`config.mk`:
```
export PLATFORM = sky130hd
export DESIGN_NAME = usb_slave_trans_ctrl
export DESIGN_NICKNAME = d
export VERILOG_FILES = /design/src/rtl/usb_slave_trans_ctrl.sv
export SDC_FILE = /design/constraint.sdc
export NUM_CORES = 1
export LEC_CHECK = 0
export CAP_MARGIN = 5
export CORE_ASPECT_RATIO = 1.5
export CORE_MARGIN = 5
export CORE_UTILIZATION = 44
export DETAILED_ROUTE_END_ITERATION = 12
export PLACE_DENSITY = 0.77
export SYNTH_ARGS = -nofsm -noshare
export SYNTH_HDL_FRONTEND = slang
export SYNTH_SLANG_ARGS = --single-unit
```
`constraint.sdc`:
```
create_clock -name clk -period 1.8 [get_ports clk]
set_input_delay 0.36 -clock clk [delete_from_list [all_inputs] [get_ports clk]]
set_output_delay 0.36 -clock clk [all_outputs]
set_load 0.01 [all_outputs]
```
`src/rtl/usb_slave_trans_ctrl.sv`:
```
// Purpose : USB device-side transaction engine; answers host tokens with DATA0/1, ACK, NAK or STALL.
// Latency : token accepted -> endpoint checked next cycle; response PID requested once the send path is idle.
// Backpr. : holds the response in SEND_PKT while sendPacketRdy=0; no input is ever stalled (pulses only).
//
// Ports:
//   clk, rst                      clock, synchronous active-high reset
//   devAddr, slaveEn              device address and global enable from the register bus
//   rxToken*/rxData*/rxHs*        decoded token, data-packet-end and handshake pulses from the receive path
//   endPSel, ep*                  latched endpoint index out, that endpoint's controls back (one cycle later)
//   sendPacket*                   one-cycle transmit request + PID, and the send path's idle flag
//   SOFRx                         pulse on every SOF token while enabled
//   transDone, transStatus        completion pulse and status {type[1:0], iso, seqErr, timeout, stall, nak, ack}
//   epSeqToggle                   pulse asking the registers to flip the endpoint data sequence bit
module usb_slave_trans_ctrl #(
  parameter logic [7:0] RX_TIMEOUT = 8'd92,
  parameter int         NUM_ENDP   = 4
) (
  input  logic       clk,
  input  logic       rst,
  input  logic [6:0] devAddr,
  input  logic       slaveEn,
  input  logic       rxTokenValid,
  input  logic [3:0] rxTokenPID,
  input  logic [6:0] rxTokenAddr,
  input  logic [3:0] rxTokenEndP,
  input  logic       rxDataDone,
  input  logic [3:0] rxDataPID,
  input  logic       rxDataError,
  input  logic       rxHsValid,
  input  logic [3:0] rxHsPID,
  output logic [3:0] endPSel,
  input  logic       epReady,
  input  logic       epStall,
  input  logic       epIsoEn,
  input  logic       epDataSeq,
  output logic       sendPacketWEn,
  output logic [3:0] sendPacketPID,
  input  logic       sendPacketRdy,
  output logic       SOFRx,
  output logic       transDone,
  output logic [7:0] transStatus,
  output logic       epSeqToggle
);

  localparam logic [3:0] PID_OUT   = 4'h1;
  localparam logic [3:0] PID_IN    = 4'h9;
  localparam logic [3:0] PID_SETUP = 4'hD;
  localparam logic [3:0] PID_SOF   = 4'h5;
  localparam logic [3:0] PID_DATA0 = 4'h3;
  localparam logic [3:0] PID_DATA1 = 4'hB;
  localparam logic [3:0] PID_ACK   = 4'h2;
  localparam logic [3:0] PID_NAK   = 4'hA;
  localparam logic [3:0] PID_STALL = 4'hE;
  localparam logic [4:0] NUM_ENDP_L = 5'(NUM_ENDP);
  localparam logic [7:0] CNT_LAST   = RX_TIMEOUT - 8'd1;

  typedef enum logic [2:0] {
    IDLE, CHK_EP, WAIT_DATA, SEND_PKT, WAIT_SEND, WAIT_ACK, DONE
  } state_t;

  state_t     state, stateNext;
  logic [3:0] tokPID, tokPIDNext;
  logic [3:0] endPSelNext;
  logic [7:0] cnt, cntNext;
  logic [3:0] respPID, respPIDNext;
  logic       sawLow, sawLowNext;
  logic       stAck, stAckNext;
  logic       stNak, stNakNext;
  logic       stStall, stStallNext;
  logic       stTimeout, stTimeoutNext;
  logic       stSeqErr, stSeqErrNext;
  logic       stIso, stIsoNext;
  logic       doToggle, doToggleNext;
  logic       sendWEnNext;
  logic [3:0] sendPIDNext;
  logic       sofNext;
  logic [1:0] typeBits;

  logic tokXfer, tokMatch, dataPIDOk, dataParity, outSeqErr;

  assign tokXfer    = (rxTokenPID == PID_IN) || (rxTokenPID == PID_OUT) || (rxTokenPID == PID_SETUP);
  assign tokMatch   = (rxTokenAddr == devAddr) && ({1'b0, rxTokenEndP} < NUM_ENDP_L);
  assign dataPIDOk  = (rxDataPID == PID_DATA0) || (rxDataPID == PID_DATA1);
  assign dataParity = (rxDataPID == PID_DATA1);
  // A parity mismatch means the host resent a packet we already took: ACK it, keep the sequence bit.
  assign outSeqErr  = (dataParity != epDataSeq);
  assign typeBits   = (tokPID == PID_IN)  ? 2'b01 :
                      (tokPID == PID_OUT) ? 2'b10 : 2'b00;

  assign transDone   = (state == DONE);
  assign epSeqToggle = (state == DONE) && doToggle;

  always_comb begin
    stateNext     = state;
    tokPIDNext    = tokPID;
    endPSelNext   = endPSel;
    cntNext       = cnt;
    respPIDNext   = respPID;
    sawLowNext    = sawLow;
    stAckNext     = stAck;
    stNakNext     = stNak;
    stStallNext   = stStall;
    stTimeoutNext = stTimeout;
    stSeqErrNext  = stSeqErr;
    stIsoNext     = stIso;
    doToggleNext  = doToggle;
    sendWEnNext   = 1'b0;
    sendPIDNext   = sendPacketPID;
    sofNext       = 1'b0;
    case (state)
      IDLE: begin
        if (rxTokenValid && slaveEn) begin
          if (rxTokenPID == PID_SOF) begin
            sofNext = 1'b1;
          end else if (tokXfer && tokMatch) begin
            tokPIDNext    = rxTokenPID;
            endPSelNext   = rxTokenEndP;
            stAckNext     = 1'b0;
            stNakNext     = 1'b0;
            stStallNext   = 1'b0;
            stTimeoutNext = 1'b0;
            stSeqErrNext  = 1'b0;
            stIsoNext     = 1'b0;
            doToggleNext  = 1'b0;
            stateNext     = CHK_EP;
          end
        end
      end
      CHK_EP: begin
        if (tokPID != PID_IN) begin
          cntNext   = 8'd0;
          stateNext = WAIT_DATA;
        end else begin
          stIsoNext = epIsoEn;
          if (epStall) begin
            respPIDNext = PID_STALL;
            stStallNext = 1'b1;
            stateNext   = SEND_PKT;
          end else if (!epReady) begin
            // Isochronous endpoints never handshake, so an empty one just stays silent.
            if (epIsoEn) begin
              stateNext = IDLE;
            end else begin
              respPIDNext = PID_NAK;
              stNakNext   = 1'b1;
              stateNext   = SEND_PKT;
            end
          end else begin
            respPIDNext = (!epIsoEn && epDataSeq) ? PID_DATA1 : PID_DATA0;
            stateNext   = SEND_PKT;
          end
        end
      end
      WAIT_DATA: begin
        cntNext = cnt + 8'd1;
        if (rxDataDone) begin
          if (rxDataError || !dataPIDOk) begin
            stateNext = IDLE;
          end else if (tokPID == PID_SETUP) begin
            respPIDNext  = PID_ACK;
            stAckNext    = 1'b1;
            stSeqErrNext = (rxDataPID != PID_DATA0);
            doToggleNext = 1'b1;
            stateNext    = SEND_PKT;
          end else begin
            stIsoNext = epIsoEn;
            if (epStall) begin
              respPIDNext = PID_STALL;
              stStallNext = 1'b1;
              stateNext   = SEND_PKT;
            end else if (!epReady) begin
              respPIDNext = PID_NAK;
              stNakNext   = 1'b1;
              stateNext   = SEND_PKT;
            end else if (epIsoEn) begin
              stateNext = DONE;
            end else begin
              respPIDNext  = PID_ACK;
              stAckNext    = 1'b1;
              stSeqErrNext = outSeqErr;
              doToggleNext = !outSeqErr;
              stateNext    = SEND_PKT;
            end
          end
        end else if (cnt == CNT_LAST) begin
          stTimeoutNext = 1'b1;
          stateNext     = DONE;
        end
      end
      SEND_PKT: begin
        if (sendPacketRdy) begin
          sendWEnNext = 1'b1;
          sendPIDNext = respPID;
          sawLowNext  = 1'b0;
          stateNext   = WAIT_SEND;
        end
      end
      WAIT_SEND: begin
        // The packet is only on the wire once the send path has gone busy and come back.
        if (!sendPacketRdy) begin
          sawLowNext = 1'b1;
        end else if (sawLow) begin
          if ((tokPID == PID_IN) && !stIso &&
              ((respPID == PID_DATA0) || (respPID == PID_DATA1))) begin
            cntNext   = 8'd0;
            stateNext = WAIT_ACK;
          end else begin
            stateNext = DONE;
          end
        end
      end
      WAIT_ACK: begin
        cntNext = cnt + 8'd1;
        if (rxHsValid && (rxHsPID == PID_ACK)) begin
          stAckNext    = 1'b1;
          doToggleNext = 1'b1;
          stateNext    = DONE;
        end else if (rxHsValid || rxTokenValid || (cnt == CNT_LAST)) begin
          // Lost or wrong handshake: host will retry, so the sequence bit stays put.
          stTimeoutNext = 1'b1;
          stateNext     = DONE;
        end
      end
      DONE: begin
        stateNext = IDLE;
      end
      default: begin
        stateNext = IDLE;
      end
    endcase
  end

  always_ff @(posedge clk) begin
    if (rst) begin
      state         <= IDLE;
      tokPID        <= 4'h0;
      endPSel       <= 4'h0;
      cnt           <= 8'd0;
      respPID       <= 4'h0;
      sawLow        <= 1'b0;
      stAck         <= 1'b0;
      stNak         <= 1'b0;
      stStall       <= 1'b0;
      stTimeout     <= 1'b0;
      stSeqErr      <= 1'b0;
      stIso         <= 1'b0;
      doToggle      <= 1'b0;
      sendPacketWEn <= 1'b0;
      sendPacketPID <= 4'h0;
      SOFRx         <= 1'b0;
      transStatus   <= 8'h00;
    end else begin
      state         <= stateNext;
      tokPID        <= tokPIDNext;
      endPSel       <= endPSelNext;
      cnt           <= cntNext;
      respPID       <= respPIDNext;
      sawLow        <= sawLowNext;
      stAck         <= stAckNext;
      stNak         <= stNakNext;
      stStall       <= stStallNext;
      stTimeout     <= stTimeoutNext;
      stSeqErr      <= stSeqErrNext;
      stIso         <= stIsoNext;
      doToggle      <= doToggleNext;
      sendPacketWEn <= sendWEnNext;
      sendPacketPID <= sendPIDNext;
      SOFRx         <= sofNext;
      // DONE lasts one cycle and always returns to IDLE, so this loads once per transaction.
      if ((stateNext == DONE) && (state != DONE)) begin
        transStatus <= {typeBits, stIsoNext, stSeqErrNext, stTimeoutNext,
                        stStallNext, stNakNext, stAckNext};
      end
    end
  end

endmodule

```
==> results.py, run 1 <==
metrics = {
    "run_status": {
        "status": "finished, violations left",
        "violations": "setup timing",
    },
    "routing": {
        "wl_per_cell_um": 20.92,
        "vias": 2890,
        "ant_nets": 0,
        "first_pass_iters": 5,
        "via_per_inst": 5.910,
        "drcViolationCount": 0,
        "drtIter0Drc": 192,
        "drt-total-wl_um": 10230,
    },
    "floorplan": {
        "die_h_um": 99.03,
        "fp.dieArea_sq_um": 6867,
        "design.portCount": 62,
        "chipWidth_um": 69.35,
        "start_util_pct": 45.36,
        "rows": 32,
        "core_area_sq_um": 5125,
    },
    "power": {
        "p_per_area_nw_per_um2": 440.1,
        "static-leakage-power_nw": 1.925,
        "p_total_w": 0.001908,
        "max-vdd-ir-drop_uv": 455.4,
    },
    "sta": {
        "fin_ws_ns": -0.2599,
        "slew_headroom_pct": 77.10,
        "final-hold-violation-count": 0,
        "finalCritPeriodShare_pct": 114.4,
        "worstMarginPinSlew_ns": 0.3400,
        "rsz0062_at_grt": "yes",
        "setup_viol": 34,
        "finClkSkew_ns": 0.01385,
        "period_needed_ns": 2.060,
        "hold_slack_ns": 0.3268,
        "maxSlewViolCount": 0,
        "fmax_ghz": 0.4855,
    },
    "logic_synthesis": {
        "synth_edf_count": 0,
        "yosysUniqueCellTypes": 63,
        "ys_async_sr_fraction_pct": 0,
        "syn_avg_cell_area_sq_um": 8.976,
        "synth_seq_cells": 45,
        "yosysWarnings": 0,
        "synth_seq_area_share_pct": 38.75,
        "ys.flop_type": "dfxtp_1",
        "synth.cell_area_sq_um": 2325,
        "synthCells": 259,
        "synth_fp_nets": 302,
    },
    "global_route": {
        "antenna_found_initial": 0,
        "grt_pass1_vias": 2957,
        "grt_max_degree": 21,
        "grt-ovfl-total": 0,
        "track_usage_pct": 26.18,
        "grt_pass1_wl_um": 14170,
    },
    "clock_network": {
        "clk_latency_ns": 0.32,
        "cts.clk_slew.worst_paths_ns": 0.08,
        "clock-sinks": 45,
        "cts_tree": "built",
        "cts_buffer_depth": 2,
        "clock_tree.htree_level_count": 2,
        "numCtsBuffers": 5,
        "clock-root-buffer": "clkbuf_8",
    },
    "flow_run": {
        "maxCapViolCount": 0,
    },
    "worst_setup_path": {
        "crit_fanout": 6,
        "r2r-start": "tokPID[2]",
        "path_cells": "nand4bb_4, buf_4, buf_6, or3_4, a21oi_4, a31oi_4, buf_6, buf_6, o22ai_2",
        "worst_r2r_endpoint": "transStatus[5]",
        "critPathLaunch": "tokPID[2]",
        "critical_path.endpoint": "transStatus[5]",
        "cp_slowest_cell": "or3_4",
        "r2r_cells": 9,
        "arrival_ns": 2.30,
        "required_ns": 2.04,
        "cp_num_cells": 9,
        "end_kind": "flop",
        "cpMostUsedCell": "buf_6",
        "rrSetupSlack_ns": -0.26,
        "critical_path_class": "reg -> reg",
        "slowest_delay_ns": 0.36,
        "cp_num_buf_inv": 4,
        "startpoint_type": "flop",
        "cp_top_family": "simple AND/OR/NAND/NOR gates",
    },
    "placed_design": {
        "gp_congestion": 0.8329,
        "hpwl_um": 5634,
        "io_buffers": 61,
        "dp_cells": 456,
        "place_ws_ns": -0.5890,
        "dpl_cell_area_sq_um": 3587,
    },
    "final_layout": {
        "final_cells": 489,
        "syn_to_final_growth_pct": 86.49,
        "ff_latch_area_sq_um": 914.6,
        "antennaDiodeCount": 0,
        "multi_input_area_sq_um": 1742,
        "drive_above_1_share_pct": 47.98,
        "n_fill_cell": 253,
        "finalInstanceArea_sq_um": 4335,
        "fin_nets": 464,
    },
    "worst_hold_path": {
        "hold_class": "in -> reg",
    },
}
[logic make-up after synthesis]
family          count (synthesis)  share of synthesized area (%)
compound gates                 55                          17.12
mux                            13                          5.597
simple gates                  121                          31.38
buf+inv                        13                          2.476
flops                          45                          38.75
xor+xnor                       11                          4.144
fa+ha+maj                       1                         0.5381
[cells in the final DEF (no fill, tap or decap), types with 6 or more instances in the layout]
| cell | synthesis | layout |
|---|---|---|
| dlymetal6s2s_1 | 0 | 16 |
| clkbuf_8 | 0 | 6 |
| a21oi_1 | 13 | 6 |
| mux2i_1 | 13 | 12 |
| nand2_1 | 13 | 12 |
| dfxtp_1 | 45 | 38 |
| clkdlybuf4s50_1 | 0 | 35 |
| buf_4 | 1 | 84 |
| a21oi_2 | 0 | 6 |
| buf_6 | 0 | 22 |
| nor2_1 | 35 | 30 |
[what timing repair did]
item                                    CTS  global route
endpoints found under the setup margin   36            37
cloned                                    1             0
pin swaps                                26            26
gates resized for setup                  82            68
hold buffers                              0             0
setup buffers                            15            10
[per-stage QoR]
stage | setup TNS, ns | util (%)
after floorplan | -2.274 | -
after global placement | -15.09 | 70.00
after detailed placement | -16.02 | 70.00
after CTS | -2.851 | 79.42
after global routing | -7.861 | 84.59
final | -5.614 | 84.59
[sequential cells by signal (all words and copies together) (netlist names), 3 cells and up]
signal,cells
tokPID,4
respPID,4
endPSel,4
sendPacketPID,4
cnt,8
transStatus,8
state,3
[metal layers]
metal  track usage, %  vias to the layer above  wire, um
met3            4.796                       71       460
met1            24.23                     1391      3571
met4            22.41                        0       830
met5                0                        -         0
li1                 -                     1276         -
met2            48.31                      152      5366
[synth_stat cells, types with 3 or more instances]
| cell | n | share of area (%) |
|---|---|---|
| dfxtp_1 | 45 | 39 |
| nor2_1 | 35 | 5.7 |
| a21oi_1 | 13 | 2.8 |
| mux2i_1 | 13 | 5.6 |
| nand2_1 | 13 | 2.1 |
| nor3_1 | 10 | 2.2 |
| o21ai_0 | 10 | 2.2 |
| xnor2_1 | 7 | 2.6 |
| nor3b_1 | 6 | 1.9 |
| and2_1 | 5 | 1.3 |
| nand2b_1 | 5 | 1.3 |
| nand3_1 | 5 | 1.1 |
| nor4_1 | 5 | 1.3 |
| a21o_1 | 4 | 1.3 |
| a22oi_1 | 4 | 1.3 |
| buf_2 | 4 | 0.86 |
| clkbuf_1 | 4 | 0.65 |
| nor2b_1 | 4 | 1.1 |
| xor2_1 | 4 | 1.5 |
| and3_1 | 3 | 0.81 |
| nand3b_1 | 3 | 0.97 |
| nand4b_1 | 3 | 1.1 |
| o21a_1 | 3 | 0.97 |
| or3_1 | 3 | 0.81 |
[how the worst min path moves through the flow]
stage	cells after the start	startpoint	end
floorplan	2	respPID[3]	respPID[3]
global placement	1	endPSel[3]	endPSel[3]
detailed placement	1	endPSel[2]	endPSel[2]
CTS	3	rxTokenPID[2]	tokPID[2]
global route	3	rxTokenPID[2]	tokPID[2]
finish	3	rxTokenPID[2]	tokPID[2]
[worst reg2reg max path: stages (launching register included)]
cell,delay [ns]
dfxtp_2,0.33
nand4bb_4,0.23
buf_4,0.16
buf_6,0.13
or3_4,0.36
a21oi_4,0.21
a31oi_4,0.12
buf_6,0.16
buf_6,0.13
o22ai_2,0.16
[power breakdown]
part	internal, W	leakage (nW)	switching, W	total (W)
Sequential	0.000993	0.367	0.00000128	0.000995
Clock	0.000304	0.0433	0.000365	0.000669
Combinational	0.000137	1.52	0.000107	0.000244
[cell type report]
class	count	share of cell area [%]
multi-input combinational	201	40.17
sequential	45	21.10
clock inverter	1	0.1732
tap	68	1.962
clock buffer	6	1.905
timing repair buffer	166	34.46
inverter	2	0.2309
Note: power is estimated with default switching activity, not from simulation.
==> run 2, diff against run 1 <==
--- a/config.mk
+++ b/config.mk
@@ -7,7 +7,7 @@
 export LEC_CHECK = 0
 export CAP_MARGIN = 5
 export CORE_ASPECT_RATIO = 1.5
-export CORE_MARGIN = 5
+export CORE_MARGIN = 10
 export CORE_UTILIZATION = 44
 export DETAILED_ROUTE_END_ITERATION = 12
 export PLACE_DENSITY = 0.77
==> results.py, run 2 (same netlist as run 1, synthesis figures left out) <==
metrics = {
    "worst_setup_path": {
        "end_kind": "flop",
        "required_ns": 2.01,
        "critical_path_class": "reg -> reg",
        "rrSetupSlack_ns": -0.27,
        "crit_fanout": 6,
        "startpoint_type": "flop",
        "arrival_ns": 2.28,
    },
    "sta": {
        "fin_ws_ns": -0.2739,
        "finalCritPeriodShare_pct": 115.2,
        "maxSlewViolCount": 0,
        "finClkSkew_ns": 0.005368,
        "hold_slack_ns": 0.3438,
        "fmax_ghz": 0.4822,
        "period_needed_ns": 2.074,
        "setup_viol": 34,
        "rsz0062_at_grt": "yes",
        "slew_headroom_pct": 67.64,
        "worstMarginPinSlew_ns": 0.4817,
        "final-hold-violation-count": 0,
    },
    "clock_network": {
        "clk_latency_ns": 0.30,
        "cts_buffer_depth": 2,
        "clock_tree.htree_level_count": 2,
        "cts_tree": "built",
        "clock-sinks": 45,
        "numCtsBuffers": 5,
        "clock-root-buffer": "clkbuf_8",
        "cts.clk_slew.worst_paths_ns": 0.09,
    },
    "global_route": {
        "antenna_found_initial": 0,
        "grt_pass1_vias": 2897,
        "grt_max_degree": 22,
        "grt_pass1_wl_um": 13700,
        "track_usage_pct": 20.10,
        "grt-ovfl-total": 0,
    },
    "placed_design": {
        "hpwl_um": 6084,
        "dpl_cell_area_sq_um": 3535,
        "dp_cells": 449,
        "gp_congestion": 0.8548,
        "place_ws_ns": -0.6940,
        "io_buffers": 61,
    },
    "routing": {
        "ant_nets": 0,
        "drt-total-wl_um": 9666,
        "drtIter0Drc": 179,
        "drcViolationCount": 0,
        "first_pass_iters": 4,
        "wl_per_cell_um": 19.97,
        "via_per_inst": 5.690,
        "vias": 2754,
    },
    "final_layout": {
        "layout_common_cells": "buf_4 (82), clkdlybuf4s50_1 (39), dfxtp_1 (38)",
        "fin_nets": 458,
        "n_fill_cell": 310,
        "final_cells": 484,
        "syn_to_final_growth_pct": 79.28,
        "finalInstanceArea_sq_um": 4168,
        "drive_above_1_share_pct": 43.27,
        "final_common_cell": "buf_4",
        "antennaDiodeCount": 0,
        "biggestRegsByFlops": "cnt (8), transStatus (8)",
    },
    "power": {
        "max-vdd-ir-drop_uv": 591.4,
        "static-leakage-power_nw": 1.798,
        "p_total_w": 0.001872,
        "p_per_area_nw_per_um2": 449.1,
    },
    "floorplan": {
        "design.portCount": 62,
        "chipWidth_um": 79.35,
        "start_util_pct": 45.36,
        "die_h_um": 109.0,
        "rows": 32,
        "core_area_sq_um": 5125,
        "fp.dieArea_sq_um": 8651,
    },
    "worst_hold_path": {
        "hold_class": "in -> reg",
    },
    "run_status": {
        "violations": "setup timing",
        "status": "finished, violations left",
    },
    "flow_run": {
        "maxCapViolCount": 0,
    },
}
-- run 2: changes by cell type in the layout (fill, tap and decap cells not counted), sizes merged --
| cell | change |
|---|---|
| buf | -6 |
| clkinvlp | +1 |
| clkbuf | -1 |
| dlymetal6s2s | -4 |
| dlygate4sd2 | +1 |
| clkdlybuf4s50 | +4 |
-- run 2: cell type report --
class / instances / area, sq um / area share, %
clock buffers: 6 / 72.57 / 1.741
clock inverters: 2 / 15.01 / 0.3603
inverters: 2 / 7.507 / 0.1801
multi-input cells: 201 / 1648 / 39.54
flip-flops and latches: 45 / 912.1 / 21.89
well taps: 68 / 85.08 / 2.041
repair buffers: 160 / 1428 / 34.25
-- run 2: per-stage QoR --
step | utilization, % | setup TNS [ns]
6_report | 81.32 | -4.219
5_1_grt | 81.32 | -6.946
4_1_cts | 78.03 | -3.961
3_5_place_dp | 68.97 | -17.10
3_3_place_gp | 68.97 | -15.24
2_1_floorplan | - | -2.274
-- run 2: what timing repair did --
action                                  in CTS  in global routing
hold endpoints to repair                     0                  0
gates resized for setup                     68                 46
endpoints found under the setup margin      37                 36
buffers inserted                            23                  5
hold buffers                                 0                  0
pin swaps                                   34                 22
-- run 2: power by group --
group	internal [W]	leakage, nW	total (W)	switching (W)
sequential	0.000995	0.366	0.000997	0.00000206
clock	0.000274	0.0374	0.000634	0.000360
combinational	0.000137	1.39	0.000240	0.000103
total	0.00141	1.80	0.00187	0.000466
-- run 2: final timing paths --
kind / cells past startpoint / from / endpoint
worst max register to register: 9 / state[1] / transStatus[1]
worst min register to register: 2 / respPID[1] / respPID[1]
worst max-delay path: 9 / state[1] / transStatus[1]
worst min-delay path: 3 / rxTokenPID[2] / tokPID[2]
-- run 2: layer usage --
metal | GRT usage [%] | vias up | part of all wire [%]
met2 | 39.18 | 113 | 57
met5 | 0 | - | 0
met1 | 17.84 | 1334 | 34
met3 | 4.366 | 42 | 4.1
li1 | - | 1265 | -
met4 | 13.11 | 0 | 4.7
-- run 2: critical path: stages (launching register included) --
cell      delay, ns
dfxtp_2        0.35
buf_6          0.13
nand2b_1       0.20
nor3_1         0.45
a21oi_2        0.15
a31oi_2        0.25
buf_6          0.17
buf_6          0.10
nor3b_2        0.04
a21o_1         0.14
==> run 3, diff against run 2 <==
--- a/config.mk
+++ b/config.mk
@@ -8,9 +8,9 @@
 export CAP_MARGIN = 5
 export CORE_ASPECT_RATIO = 1.5
 export CORE_MARGIN = 10
-export CORE_UTILIZATION = 44
+export CORE_UTILIZATION = 52
 export DETAILED_ROUTE_END_ITERATION = 12
-export PLACE_DENSITY = 0.77
+export PLACE_DENSITY = 0.85
 export SYNTH_ARGS = -nofsm -noshare
 export SYNTH_HDL_FRONTEND = slang
 export SYNTH_SLANG_ARGS = --single-unit
==> constraint.sdc (replaced) <==
create_clock -name clk -period 2.6 [get_ports clk]
set_input_delay 0.52 -clock clk [delete_from_list [all_inputs] [get_ports clk]]
set_output_delay 0.52 -clock clk [all_outputs]
set_load 0.01 [all_outputs]
==> results.py, run 3 (same netlist as run 1, synthesis figures left out) <==
metrics = {
    "clock_network": {
        "clock_tree.htree_level_count": 2,
        "holdBufCountCts": 0,
        "cts.clk_slew.worst_paths_ns": 0.08,
        "cts_buffer_depth": 2,
        "clock-sinks": 45,
        "clock-root-buffer": "clkbuf_8",
        "post_cts_buffers": 0,
        "clk_latency_ns": 0.30,
        "cts_tree": "built",
        "ctsResizeCount": 0,
        "numCtsBuffers": 5,
    },
    "worst_setup_path": {
        "required_ns": 2.80,
        "r2r-start": "state[2]",
        "r2r_cells": 7,
        "worst_r2r_endpoint": "transStatus[0]",
        "crit_fanout": 11,
        "arrival_ns": 2.65,
        "critical_path_class": "reg -> reg",
        "end_kind": "flop",
        "rrSetupSlack_ns": 0.15,
        "startpoint_type": "flop",
    },
    "sta": {
        "fmax_ghz": 0.4084,
        "final-hold-violation-count": 0,
        "worstMarginPinSlew_ns": 0.5261,
        "period_needed_ns": 2.448,
        "maxSlewViolCount": 0,
        "setup_viol": 0,
        "finalSetupTns_ns": 0,
        "hold_slack_ns": 0.4661,
        "slew_headroom_pct": 64.80,
        "rsz0062_at_grt": "no",
        "finalCritPeriodShare_pct": 94.17,
        "finClkSkew_ns": 0.004227,
    },
    "run_status": {
        "status": "finished clean",
    },
    "floorplan": {
        "fp.dieArea_sq_um": 7600,
        "die_h_um": 101.9,
        "start_util_pct": 54.30,
        "rows": 29,
        "chipWidth_um": 74.60,
        "core_area_sq_um": 4282,
        "design.portCount": 62,
    },
    "routing": {
        "ant_nets": 0,
        "drt-total-wl_um": 6597,
        "drcViolationCount": 0,
        "via_per_inst": 6.016,
        "wl_per_cell_um": 17.50,
        "drtIter0Drc": 155,
        "vias": 2268,
        "first_pass_iters": 4,
    },
    "final_layout": {
        "final_cells": 377,
        "antennaDiodeCount": 0,
        "drive_above_1_share_pct": 11.48,
        "finalInstanceArea_sq_um": 3159,
        "final_common_cell": "clkdlybuf4s50_1",
        "biggestRegsByFlops": "cnt (8), transStatus (8)",
        "fin_nets": 374,
        "utilization_pct": 73.79,
        "syn_to_final_growth_pct": 35.90,
        "layout_common_cells": "clkdlybuf4s50_1 (61), dfxtp_1 (45), nor2_1 (35)",
    },
    "worst_hold_path": {
        "min_path_cells": 2,
        "hold_path_end": "respPID[3]",
        "worstHoldStart": "respPID[3]",
        "hold_class": "reg -> reg",
    },
    "placed_design": {
        "hpwl_um": 5221,
        "dpl_cell_area_sq_um": 3055,
        "gp_congestion": 0.8496,
        "dp_cells": 370,
        "io_buffers": 61,
    },
    "global_route": {
        "track_usage_pct": 18.41,
        "grt_max_degree": 22,
        "antenna_found_initial": 0,
        "grt-ovfl-total": 0,
        "grt_pass1_vias": 2355,
        "grt_pass1_wl_um": 11060,
    },
    "flow_run": {
        "maxCapViolCount": 0,
    },
    "power": {
        "max-vdd-ir-drop_uv": 364.3,
        "p_per_area_nw_per_um2": 421.9,
        "static-leakage-power_nw": 1.178,
    },
}
## run 3: changes by cell type in the layout (fill, tap and decap cells not counted), sizes merged
cell | previous run | this run
clkinv | 0 | 1
dlygate4sd2 | 5 | 0
clkdlybuf4s50 | 39 | 61
buf | 101 | 15
clkbuf | 8 | 5
bufinv | 0 | 1
dlymetal6s2s | 12 | 0
clkinvlp | 2 | 0
clkdlybuf4s15 | 1 | 0
## run 3: through the flow
stage / worst slack [ns] / power (W)
2_1_floorplan: 0.4846 / 0.0007491
3_3_place_gp: 0.07592 / 0.0008307
3_5_place_dp: 0.06232 / 0.0008341
4_1_cts: 0.1991 / 0.001340
5_1_grt: 0.05832 / 0.001380
6_report: 0.1516 / 0.001333
## run 3: final cells by class
class,count,area (sq um)
repair buffers,76,723.2
fillers,330,1122
flip-flops and latches,45,900.9
clock inverters,2,35.03
multi-input cells,201,1366
clock buffers,5,68.82
inverters,2,7.507
well taps,46,57.56
## run 3: worst max path at each step
stage	startpoint	to	slack, ns	cells after the start
floorplan	devAddr[1]	transStatus[3]	0.48	6
global placement	devAddr[1]	doToggle	0.08	8
detailed placement	rxDataPID[2]	transStatus[0]	0.06	8
CTS	state[0]	transStatus[0]	0.20	7
global route	state[2]	transStatus[7]	0.06	7
finish	state[2]	transStatus[0]	0.15	7
## run 3: power breakdown
group | switching, W | total (W) | internal [W]
combinational | 0.0000495 | 0.000128 | 0.0000782
sequential | 0.00000154 | 0.000691 | 0.000690
clock | 0.000234 | 0.000514 | 0.000279
total | 0.000285 | 0.00133 | 0.00105
## run 3: critical path, cell delays in order (launching register included)
cell,delay [ns]
dfxtp_1,0.41
or3b_2,0.61
nor4_2,0.48
a211oi_1,0.14
a31oi_2,0.24
buf_4,0.22
mux2i_1,0.20
nor2_1,0.05
## run 3: layer usage
layer	track usage [%]	wire length, um	vias to the layer above
met5	0	0	-
met2	33.53	3790	87
met4	10.38	215	0
met3	4.365	302	23
li1	-	-	1090
met1	18.41	2289	1068
